## config.mk

```make
export PLATFORM = sky130hd
export DESIGN_NAME = ad9833_cfg_seq
export DESIGN_NICKNAME = d
export VERILOG_FILES = /design/src/rtl/ad9833_pkg.sv /design/src/rtl/ad9833_word_gen.sv /design/src/rtl/ad9833_cfg_seq.sv
export SDC_FILE = /design/constraint.sdc
export NUM_CORES = 1
export LEC_CHECK = 0
export BUFFER_PORTS_ARGS = -buffer_cell sky130_fd_sc_hd__buf_4
export CORE_MARGIN = 2
export CORE_UTILIZATION = 50
export CTS_CLUSTER_SIZE = 16
export DETAILED_ROUTE_END_ITERATION = 12
export PLACE_DENSITY = 0.73
export SYNTH_ARGS = -nofsm -noshare
export SYNTH_HDL_FRONTEND = slang
export SYNTH_SLANG_ARGS = --single-unit
```

## constraint.sdc

```tcl
create_clock -name clk -period 3.38 [get_ports clk]
set_input_delay 0.169 -clock clk [delete_from_list [all_inputs] [get_ports clk]]
set_output_delay 0.169 -clock clk [all_outputs]
set_load 0.03 [all_outputs]
```

## src/rtl/ad9833_pkg.sv

```systemverilog
// Shared constants and types for the AD9833 configuration sequencer:
// control-word bit patterns, register prefixes, waveform mode codes and FSM states.
package ad9833_pkg;

  localparam logic [15:0] CTRL_B28   = 16'h2000;
  localparam logic [15:0] CTRL_RESET = 16'h0100;
  localparam logic [15:0] REG_FREQ0  = 16'h4000;
  localparam logic [15:0] REG_PHASE0 = 16'hC000;

  localparam logic [15:0] MODE_SINE        = 16'h0000;
  localparam logic [15:0] MODE_TRIANGLE    = 16'h0002;
  localparam logic [15:0] MODE_SQUARE      = 16'h0028;
  localparam logic [15:0] MODE_SQUARE_DIV2 = 16'h0020;

  localparam logic [2:0] LAST_WORD_IDX = 3'd4;

  typedef enum logic [2:0] {
    ST_IDLE,
    ST_LOAD,
    ST_SEND,
    ST_TAIL,
    ST_GAP,
    ST_FIN
  } state_e;

  typedef enum logic [1:0] {
    WAVE_SINE        = 2'b00,
    WAVE_TRIANGLE    = 2'b01,
    WAVE_SQUARE      = 2'b10,
    WAVE_SQUARE_DIV2 = 2'b11
  } wave_e;

  // Control-register mode bits (OPBITEN/DIV2/MODE) for the selected waveform.
  function automatic logic [15:0] mode_bits(input logic [1:0] wave);
    logic [15:0] bits;
    case (wave)
      WAVE_SINE:        bits = MODE_SINE;
      WAVE_TRIANGLE:    bits = MODE_TRIANGLE;
      WAVE_SQUARE:      bits = MODE_SQUARE;
      default:          bits = MODE_SQUARE_DIV2;
    endcase
    return bits;
  endfunction

endpackage

```

## src/rtl/ad9833_word_gen.sv

```systemverilog
// Maps a word index and the latched configuration to the 16-bit AD9833 word.
module ad9833_word_gen
  import ad9833_pkg::*;
(
  input  logic [2:0]  word_idx,
  input  logic [27:0] freq_word,
  input  logic [11:0] phase_word,
  input  logic [1:0]  wave_sel,
  output logic [15:0] word
);

  // Word order: reset with B28, FREQ0 LSBs, FREQ0 MSBs, PHASE0, then release reset with the mode.
  always_comb begin
    word = 16'h0000;
    case (word_idx)
      3'd0:    word = CTRL_B28 | CTRL_RESET;
      3'd1:    word = REG_FREQ0 | {2'b00, freq_word[13:0]};
      3'd2:    word = REG_FREQ0 | {2'b00, freq_word[27:14]};
      3'd3:    word = REG_PHASE0 | {4'h0, phase_word};
      3'd4:    word = CTRL_B28 | mode_bits(wave_sel);
      default: word = 16'h0000;
    endcase
  end

endmodule

```

## src/rtl/ad9833_cfg_seq.sv

```systemverilog
// Sequences the five configuration words into an AD9833 serializer, with
// per-frame handshake, tail hold, inter-frame gap and a finish timeout.
module ad9833_cfg_seq
  import ad9833_pkg::*;
#(
  parameter int GAP_CYCLES  = 4,
  parameter int FIN_TIMEOUT = 63
) (
  input  logic        clk,
  input  logic        rst,
  input  logic        start,
  input  logic [27:0] freq_word,
  input  logic [11:0] phase_word,
  input  logic [1:0]  wave_sel,
  output logic [15:0] ad9833_data,
  output logic        ad9833_wr_en,
  input  logic        ad9833_wr_finish,
  output logic        busy,
  output logic        done,
  output logic        err
);

  localparam int CNT_MAX = (GAP_CYCLES > FIN_TIMEOUT) ? GAP_CYCLES : FIN_TIMEOUT;
  localparam int CNT_W   = $clog2(CNT_MAX + 1);

  localparam logic [CNT_W-1:0] GAP_LAST  = CNT_W'(GAP_CYCLES - 1);
  localparam logic [CNT_W-1:0] SEND_LAST = CNT_W'(FIN_TIMEOUT - 1);
  localparam logic [CNT_W-1:0] TAIL_LAST = CNT_W'(1);

  state_e           state_q, state_d;
  logic [2:0]       idx_q, idx_d;
  logic [CNT_W-1:0] cnt_q, cnt_d;
  logic [27:0]      freq_q, freq_d;
  logic [11:0]      phase_q, phase_d;
  logic [1:0]       wave_q, wave_d;
  logic [15:0]      data_q, data_d;
  logic             wr_en_q, wr_en_d;
  logic             busy_q, busy_d;
  logic             done_q, done_d;
  logic             err_q, err_d;
  logic [15:0]      next_word;

  // The word generator sees next-state values so the word is already on the bus during LOAD.
  ad9833_word_gen u_word_gen (
    .word_idx   (idx_d),
    .freq_word  (freq_d),
    .phase_word (phase_d),
    .wave_sel   (wave_d),
    .word       (next_word)
  );

  // Next-state, index, counter, latch and pulse logic of the sequencer.
  always_comb begin
    state_d = state_q;
    idx_d   = idx_q;
    cnt_d   = cnt_q;
    freq_d  = freq_q;
    phase_d = phase_q;
    wave_d  = wave_q;
    done_d  = 1'b0;
    err_d   = 1'b0;
    case (state_q)
      ST_IDLE: begin
        if (start) begin
          freq_d  = freq_word;
          phase_d = phase_word;
          wave_d  = wave_sel;
          idx_d   = 3'd0;
          cnt_d   = '0;
          state_d = ST_LOAD;
        end
      end
      ST_LOAD: begin
        cnt_d   = '0;
        state_d = ST_SEND;
      end
      ST_SEND: begin
        if (ad9833_wr_finish) begin
          cnt_d   = '0;
          state_d = ST_TAIL;
        end else if (cnt_q == SEND_LAST) begin
          cnt_d   = '0;
          idx_d   = 3'd0;
          err_d   = 1'b1;
          state_d = ST_IDLE;
        end else begin
          cnt_d = cnt_q + 1'b1;
        end
      end
      ST_TAIL: begin
        if (cnt_q == TAIL_LAST) begin
          cnt_d   = '0;
          state_d = ST_GAP;
        end else begin
          cnt_d = cnt_q + 1'b1;
        end
      end
      ST_GAP: begin
        if (cnt_q == GAP_LAST) begin
          cnt_d = '0;
          if (idx_q == LAST_WORD_IDX) begin
            done_d  = 1'b1;
            state_d = ST_FIN;
          end else begin
            idx_d   = idx_q + 3'd1;
            state_d = ST_LOAD;
          end
        end else begin
          cnt_d = cnt_q + 1'b1;
        end
      end
      ST_FIN: begin
        idx_d   = 3'd0;
        state_d = ST_IDLE;
      end
      default: state_d = ST_IDLE;
    endcase
  end

  // Registered outputs derived from the state being entered.
  always_comb begin
    wr_en_d = (state_d == ST_SEND) || (state_d == ST_TAIL);
    busy_d  = (state_d == ST_LOAD) || (state_d == ST_SEND) ||
              (state_d == ST_TAIL) || (state_d == ST_GAP);
    data_d  = (state_d == ST_LOAD) ? next_word : data_q;
  end

  // Single state register for the FSM, counters, latched inputs and outputs.
  always_ff @(posedge clk) begin
    if (rst) begin
      state_q <= ST_IDLE;
      idx_q   <= 3'd0;
      cnt_q   <= '0;
      freq_q  <= '0;
      phase_q <= '0;
      wave_q  <= '0;
      data_q  <= 16'h0000;
      wr_en_q <= 1'b0;
      busy_q  <= 1'b0;
      done_q  <= 1'b0;
      err_q   <= 1'b0;
    end else begin
      state_q <= state_d;
      idx_q   <= idx_d;
      cnt_q   <= cnt_d;
      freq_q  <= freq_d;
      phase_q <= phase_d;
      wave_q  <= wave_d;
      data_q  <= data_d;
      wr_en_q <= wr_en_d;
      busy_q  <= busy_d;
      done_q  <= done_d;
      err_q   <= err_d;
    end
  end

  assign ad9833_data  = data_q;
  assign ad9833_wr_en = wr_en_q;
  assign busy         = busy_q;
  assign done         = done_q;
  assign err          = err_q;

endmodule
```

==> qor.txt, run 1 <==
Max Cap Viol: 0
Ys Warns: 0
clock slew at reported path FFs: 0.08 ns
area of the core: 6760 um2
Initial DRC Count: 196
Hold Crit Class: input pin to flip-flop
Synth area leader: dfxtp_1
fin util: 0.615
CP arrival: 3.09 ns
total track usage: 0.218
uppermost layer routed: met4
row cnt: 30
first-pass GRT wire length: 13.1 mm
crit path cell chain: inv_1 > ha_1 > nand4_2 > or4_4 > and2_4 > o22ai_4 > buf_4 > nor2b_1 > o21bai_1 > a221oi_1
EDFF count, synth: 0
Setup violations, final: 0
area grow syn2layout: 20.0%
vias post-DR: 3068
Area contributors post-synth: dfxtp_1 (43%), nand2_1 (9.6%), a21oi_1 (7.7%)
clk sinks: 74
die width: 87.2 um
setup bufs post-CTS: 0
Resized cells post-CTS: 0
CP max FO: 17
cell with the most instances after synthesis: nand2_1
IO Pins: 66
drt total wl: 7.79 mm
Final Hold Viols: 0
die area: 7610 um2
gp weighted congestion: 0.835
flops & latches, synth: 74
Pre-antenna DRT Iters: 5
RSZ-0062 raised after global routing: no
Worst setup EP type: flip-flop
CP startpoint kind: flip-flop
CTS root buffer: clkbuf_8
Starting Density: 0.513
CP Data Required Time: 3.61 ns
power per cell area: 476 nW/um2
post-synth top area share: 0.428
Slew headroom: 0.374
clk_lat worst skew: 0.35 ns
Setup CP Type: flip-flop to flip-flop
CTS tree: yes
initial antenna violation count: 0
Netlist cell types: 56
setup TNS: 0 ns
max incr delay on CP: 0.52 ns
Fill cells: 616
hold-fix buffer count after cts: 0
layout cells sized above 1: 0.243
Avg Cell Area, Syn: 8.33 um2
wl on met1: 3.54 mm
DR WL met2: 3.76 mm
final worst-path cycle share: 0.845
Post-DP HPWL: 5.29 mm
fin nets: 520
outcome: completed
Post-synth top cells: nand2_1 (89), dfxtp_1 (74), a21oi_1 (53), nor2_1 (31), o21ai_0 (20)
Peak VDD IR: 0.223 mV
met3 wire len: 360 um
H-tree lvl count: 3
Main synth FF type: dfxtp_1
cell count after synthesis: 416
TritonCTS buffer count: 9
Worst path slowest cell: or4_4
Pleak: 1.71 nW
Max Clk Rate: 0.350 GHz
vias in the first global route: 2873
antenna cell count: 0
syn nets: 467
Synth async-reset ratio: 0
overall die height: 87.2 um
port buffer count: 65
Final ANT Viol Nets: 0
register area share after synthesis: 0.428
measured slew at the worst slew-check pin: 0.940 ns
DRC Markers: 0
minimum clock period: 2.86 ns
largest net degree at the start of global routing: 75
CTS Buffer Depth: 2
Clock Skew: 0.00816 ns
grt total ovfl: 0
post-synthesis cell area: 3460 um2
wire per inst: 14.1 um
vias per std cell: 5.54
Max Slew Vio Count: 0
==> cell type report <==
class | count | area, um2 | share of cell area
multi-input cells | 308 | 1810 | 0.435
flip-flops and latches | 74 | 1480 | 0.356
repair buffers | 68 | 510 | 0.123
clock buffers | 10 | 138 | 0.0331
well taps | 80 | 100 | 0.0241
clock inverters | 6 | 90.1 | 0.0217
inverters | 8 | 30.0 | 0.00722
==> worst max-delay path: cells and delay by family, from the launching register on <==
family | cells | cell delay [ns]
AND/OR/NAND/NOR | 4 | 1.01
AO/OA/AOI/OAI | 3 | 0.73
buffers and inverters | 2 | 0.41
flip-flops | 1 | 0.36
adder cells (fa/ha/maj) | 1 | 0.24
==> path summary, 6_finish.rpt <==
kind / from / end / depth (start not counted) / slack, ns
min: freq_word[11] / freq_q[11] / 3 / 0.07
max reg2reg: cnt_q[0] / ad9833_data[13] / 10 / 0.52
max: cnt_q[0] / ad9833_data[13] / 10 / 0.52
min reg2reg: freq_q[0] / freq_q[0] / 2 / 0.45
==> registers in the layout (all words and copies together) (netlist names) <==
name	flops
phase_q	12
cnt_q	6
freq_q	28
busy	1
ad9833_wr_en	1
wave_q	2
state_q	3
ad9833_data	16
idx_q	3
err	1
done	1
==> power by group <==
part	switching [W]	internal (W)
Clock	0.000336	0.000437
Combinational	0.000154	0.000110
Sequential	0.0000262	0.000917
Total	0.000516	0.00146
==> cells in the final DEF, fill, tap and decap left out, types with 2 or more instances in the layout <==
master	count
o211ai_1	2
mux2i_1	8
nor3_1	8
ha_1	5
nor2b_1	5
nor2_1	31
clkbuf_8	10
o21a_1	2
or3_1	3
a22oi_1	10
a21o_1	4
buf_4	68
nand2_1	89
a41oi_1	2
or3b_2	2
nand3b_1	2
o21ai_0	19
clkinv_4	2
inv_1	8
a21o_2	2
a21oi_1	53
a31oi_1	9
nor3b_1	3
nor3_2	2
mux2_2	10
nor4_4	2
o21bai_1	3
bufinv_16	2
and3_1	3
dfxtp_1	74
nand3_1	4
==> per-layer routing <==
metal,vias to the layer above,global-route usage
met5,-,0
met4,0,0.0755
met2,80,0.357
li1,1554,-
met3,12,0.0531
met1,1422,0.280
==> metrics by stage <==
stage | hold slack, ns | cells | instance area [um2] | worst slack [ns] | total power [W]
CTS | 0.0595 | 554 | 4160 | 0.538 | 0.00199
global route | 0.0560 | 554 | 4160 | 0.337 | 0.00206
floorplan | 0.305 | 416 | 3460 | 0.875 | 0.00114
detailed placement | 0.429 | 538 | 3930 | 0.659 | 0.00123
finish | 0.0651 | 554 | 4160 | 0.523 | 0.00198
global placement | 0.421 | 538 | 3930 | 0.739 | 0.00122
==> kinds of logic (layout without fill, tap and decap cells) <==
group                      count (synthesis)  after routing  share of synthesized area
DFF                                       74             74                      0.428
xor gates and xnor gates                   1              1                    0.00253
muxes                                     18             18                     0.0556
and+or+nand+nor                          169            169                      0.238
buffers and inverters                     34             92                     0.0545
AOI/OAI and AO/OA                        115            115                      0.204
adders and majority gates                  5              5                     0.0181
No activity file was read; power rests on OpenSTA's default activity.
==> inputs of run 2 (changes only) <==
ABC_AREA = 1   (was unset)
PLACE_DENSITY = 0.76   (was 0.73)
clock period = 2.4 ns   (was 3.38 ns; I/O delays follow)
==> qor.txt, run 2 <==
setup TNS: 0 ns
CP Data Required Time: 2.69 ns
Worst Hold Depth: 3
Final ANT Viol Nets: 0
vias in the first global route: 3061
Resized cells post-CTS: 0
CTS root buffer: clkbuf_8
Final Hold Viols: 0
vias post-DR: 3180
cell count after synthesis: 460
CTS tree: yes
CP top delay family: simple AND/OR/NAND/NOR gates
minimum clock period: 2.20 ns
post-synthesis cell area: 3480 um2
most used cell, CP: nand2_1
Ys Warns: 0
area of the core: 6760 um2
grt total ovfl: 0
die area: 7640 um2
initial antenna violation count: 0
DRC Markers: 0
commonest cells after routing, fill and taps aside: nor2_1 (82), nand2_1 (78), dfxtp_1 (73), buf_4 (72), inv_1 (41)
register area share after synthesis: 0.426
fin util: 0.631
largest net degree at the start of global routing: 54
final worst-path cycle share: 0.916
Pleak: 2.02 nW
IO Pins: 66
antenna cell count: 0
Worst setup EP type: flip-flop
hold-fix buffer count after cts: 0
Multi-input gate area: 1730 um2
Starting Density: 0.515
Area contributors post-synth: dfxtp_1 (43%), nor2_1 (8.9%), nand2_1 (8.5%)
wire per inst: 13.7 um
Hold Crit Class: input pin to flip-flop
Max Cap Viol: 0
Fill cells: 588
Synth async-reset ratio: 0
Pre-antenna DRT Iters: 4
Peak VDD IR: 0.392 mV
CP max FO: 9
Slew headroom: 0.635
Max Slew Vio Count: 0
layout cells sized above 1: 0.249
clk_lat worst skew: 0.36 ns
total track usage: 0.229
CP startpoint kind: flip-flop
worst-case reg-to-reg path depth: 13
cell with the most instances after synthesis: nor2_1
Initial DRC Count: 125
internal power: 0.00217 W
leading cell type in the layout, fill and taps excluded: nor2_1
Post-synth top cells: nor2_1 (82), nand2_1 (79), dfxtp_1 (74), inv_1 (41), o21ai_0 (26)
max FFs per register: 28
power per cell area: 720 nW/um2
Worst path slowest cell: dfxtp_1
CTS Buffer Depth: 2
post-synth top area share: 0.426
crit path cell chain: inv_1 > ha_1 > nand2_1 > nand4_1 > o21ai_4 > inv_2 > nor2_4 > nand3_4 > inv_2 > nand2_1 > nand3_1 > nand2_1 > a21oi_1
TritonCTS buffer count: 9
Netlist cell types: 36
row cnt: 30
Post-DP HPWL: 5.98 mm
flops & latches, synth: 74
Clock Skew: 0.00707 ns
port buffer count: 65
drt total wl: 8.36 mm
Main synth FF type: dfxtp_1
EDFF count, synth: 0
CP arrival: 2.48 ns
measured slew at the worst slew-check pin: 0.548 ns
gp weighted congestion: 0.884
CP bufs+invs: 3
Avg Cell Area, Syn: 7.56 um2
setup bufs post-CTS: 0
register bank with the most flops: freq_q
Setup violations, final: 0
syn nets: 511
Psw: 0.000898 W
Logic pwr share: 0.206
area grow syn2layout: 22.6%
cell depth of the worst setup path: 13
overall die height: 87.4 um
clock slew at reported path FFs: 0.08 ns
outcome: completed
Seq. cell area: 1480 um2
Synth area leader: dfxtp_1
Max Clk Rate: 0.455 GHz
Setup CP Type: flip-flop to flip-flop
max incr delay on CP: 0.37 ns
clock power share: 0.352
vias per std cell: 5.20
first-pass GRT wire length: 13.7 mm
fin nets: 577
Sequential Power Share: 0.442
H-tree lvl count: 3
die width: 87.4 um
switching part of the total: 0.292
clk sinks: 74
RSZ-0062 raised after global routing: no
[run 2: per-stage QoR]
step / setup WS [ns] / instance area, um2 / hold WS, ns / std cells / power (W)
3_5_place_dp: 0.189 / 4040 / 0.385 / 595 / 0.00202
3_3_place_gp: 0.276 / 4040 / 0.382 / 595 / 0.00201
4_1_cts: 0.161 / 4260 / 0.0197 / 611 / 0.00309
6_report: 0.202 / 4260 / 0.0140 / 611 / 0.00307
2_1_floorplan: 0.516 / 3480 / 0.275 / 460 / 0.00182
5_1_grt: 0.0174 / 4260 / 0.0309 / 611 / 0.00322
[run 2: worst paths after layout]
| check | slack, ns | from | end |
|---|---|---|---|
| worst max register to register | 0.20 | idx_q[0] | ad9833_data[2] |
| worst min-delay path | 0.01 | freq_word[21] | freq_q[21] |
| worst min register to register | 0.47 | ad9833_data[12] | ad9833_data[12] |
| worst max-delay path | 0.20 | idx_q[0] | ad9833_data[2] |
[run 2: final cells by class]
type | instances | share of cell area
Multi-Input combinational cell | 319 | 0.407
Clock buffer | 10 | 0.0299
Inverter | 50 | 0.0443
Clock inverter | 6 | 0.0211
Sequential cell | 74 | 0.348
Tap cell | 80 | 0.0235
Timing Repair Buffer | 72 | 0.127
[run 2: power groups by stage]
stage	registers [W]	clock network (W)	logic (W)
finish	0.00136	0.00108	0.000634
global route	0.00137	0.00115	0.000701
CTS	0.00136	0.00109	0.000636
detailed placement	0.00139	0	0.000632
global placement	0.00138	0	0.000623
floorplan	0.00142	0	0.000399
[run 2: per-layer routing]
metal | GRT usage | vias up | share of wire
li1 | - | 1608 | -
met1 | 0.299 | 1476 | 0.44
met2 | 0.373 | 81 | 0.49
met3 | 0.0493 | 15 | 0.050
met4 | 0.0839 | 0 | 0.016
met5 | 0 | - | 0
[run 2: cells by family after synthesis]
logic type,share of synthesized area
buffers and inverters,0.0781
adders and majority gates,0.0180
DFF,0.426
AOI/OAI and AO/OA,0.105
muxes,0.0691
and+or+nand+nor,0.304
[run 2: worst reg2reg max path, cell delays in order, from the launching register on]
cell and delay (ns):
dfxtp_1 0.37, inv_1 0.10, ha_1 0.21, nand2_1 0.11, nand4_1 0.20, o21ai_4 0.23, inv_2 0.07, nor2_4 0.20
nand3_4 0.18, inv_2 0.15, nand2_1 0.07, nand3_1 0.06, nand2_1 0.06, a21oi_1 0.13
==> inputs of run 3 (changes only) <==
HOLD_SLACK_MARGIN = 0.08   (was unset)
==> qor.txt, run 3 (synthesized netlist as in run 2, its figures left out) <==
register bank with the most flops: freq_q
layout cells sized above 1: 0.234
Final ANT Viol Nets: 0
Setup CP Type: flip-flop to flip-flop
setup bufs post-CTS: 0
clk_lat worst skew: 0.36 ns
H-tree lvl count: 3
worst-case reg-to-reg path depth: 13
Hold Crit Class: input pin to flip-flop
Psw: 0.000917 W
IO Pins: 66
min-delay src: freq_word[23]
fin nets: 611
Max Clk Rate: 0.453 GHz
CP Data Required Time: 2.69 ns
Clock Skew: 0.00765 ns
reg2reg end: ad9833_data[5]
clk sinks: 74
port buffer count: 65
power per cell area: 679 nW/um2
vias post-DR: 3331
Fill cells: 542
drt total wl: 9.09 mm
vias in the first global route: 3254
largest net degree at the start of global routing: 54
total track usage: 0.246
Max Slew Vio Count: 0
Peak VDD IR: 0.344 mV
measured slew at the worst slew-check pin: 0.567 ns
Slew headroom: 0.622
row cnt: 30
Sequential Power Share: 0.435
outcome: completed
CP startpoint kind: flip-flop
Pleak: 2.17 nW
Worst Hold Depth: 3
Pre-antenna DRT Iters: 5
fin util: 0.681
final worst-path cycle share: 0.921
commonest cells after routing, fill and taps aside: nor2_1 (82), nand2_1 (78), dfxtp_1 (73), buf_4 (72), inv_1 (41)
Seq. cell area: 1480 um2
grt total ovfl: 0
Logic pwr share: 0.219
Post-DP HPWL: 5.98 mm
Worst setup EP type: flip-flop
WHS Endpoint: freq_q[23]
max FFs per register: 28
gp weighted congestion: 0.884
Starting Density: 0.515
Max Cap Viol: 0
TritonCTS buffer count: 9
post-route insts no fill: 645
first-pass GRT wire length: 14.7 mm
clock slew at reported path FFs: 0.08 ns
minimum clock period: 2.21 ns
worst r2r src: idx_q[0]
clock power share: 0.346
switching part of the total: 0.293
CP max FO: 9
die width: 87.4 um
CTS root buffer: clkbuf_8
area grow syn2layout: 32.4%
wire per inst: 14.1 um
Multi-input gate area: 1730 um2
vias per std cell: 5.16
Setup crit start: idx_q[0]
Initial DRC Count: 171
antenna cell count: 0
RSZ-0062 raised after global routing: no
Final Total Pwr: 0.00313 W
Setup violations, final: 0
initial antenna violation count: 0
overall die height: 87.4 um
leading cell type in the layout, fill and taps excluded: nor2_1
DP Cell Count: 595
internal power: 0.00221 W
CTS tree: yes
CTS Buffer Depth: 2
setup TNS: 0 ns
Final Hold Viols: 0
DRC Markers: 0
CP arrival: 2.50 ns
die area: 7640 um2
Worst R2R Setup Slack: 0.19 ns
area of the core: 6760 um2
==> run 3: power groups by stage <==
stage          Clock (W)  Sequential (W)  Combinational (W)
2_1_floorplan          0         0.00142           0.000399
3_3_place_gp           0         0.00138           0.000623
3_5_place_dp           0         0.00139           0.000632
4_1_cts          0.00109         0.00136           0.000679
5_1_grt          0.00115         0.00137           0.000751
6_report         0.00108         0.00136           0.000686
==> run 3: worst max path at each step <==
stage / cells after the start / endpoint
final: 13 / ad9833_data[5]
after global routing: 13 / ad9833_data[2]
after CTS: 14 / ad9833_data[7]
after detailed placement: 13 / ad9833_data[13]
after global placement: 11 / ad9833_data[13]
after floorplan: 12 / ad9833_data[6]
==> run 3: metal layers <==
layer,wire length (um),vias up,global-route usage,part of all wire
met2,4660,96,0.432,0.51
met5,0,-,0,0
met4,121,0,0.0755,0.013
li1,-,1675,-,-
met1,3850,1551,0.302,0.42
met3,452,9,0.0502,0.050
==> run 3: layout make-up <==
class	instances	share of cell area
Sequential cell	74	0.322
Timing Repair Buffer	106	0.191
Tap cell	80	0.0217
Inverter	50	0.0410
Clock buffer	10	0.0277
Clock inverter	6	0.0196
Multi-Input combinational cell	319	0.376
==> run 3: critical path, stage by stage (launching register included) <==
cell,delay (ns)
dfxtp_1,0.37
inv_1,0.10
ha_1,0.21
nand2_1,0.11
nand4_1,0.20
o21ai_4,0.23
inv_2,0.06
nor2_4,0.20
nand3_4,0.18
nor2_1,0.13
nor2_1,0.05
nand2_1,0.06
nand2_1,0.06
a21oi_1,0.17
==> run 3: metrics by stage <==
stage               hold slack, ns  worst slack (ns)  instance area, um2
floorplan                    0.275             0.516                3480
detailed placement           0.385             0.189                4040
CTS                         0.0828             0.161                4600
global placement             0.382             0.276                4040
global route                 0.106            0.0182                4600
finish                      0.0757             0.191                4600
==> run 3: timing repair <==
action / in CTS / in global routing
endpoints found under the setup margin: 0 / 12
hold endpoints to repair: 34 / 0
gates resized for setup: 0 / 2
hold buffers: 34 / 0
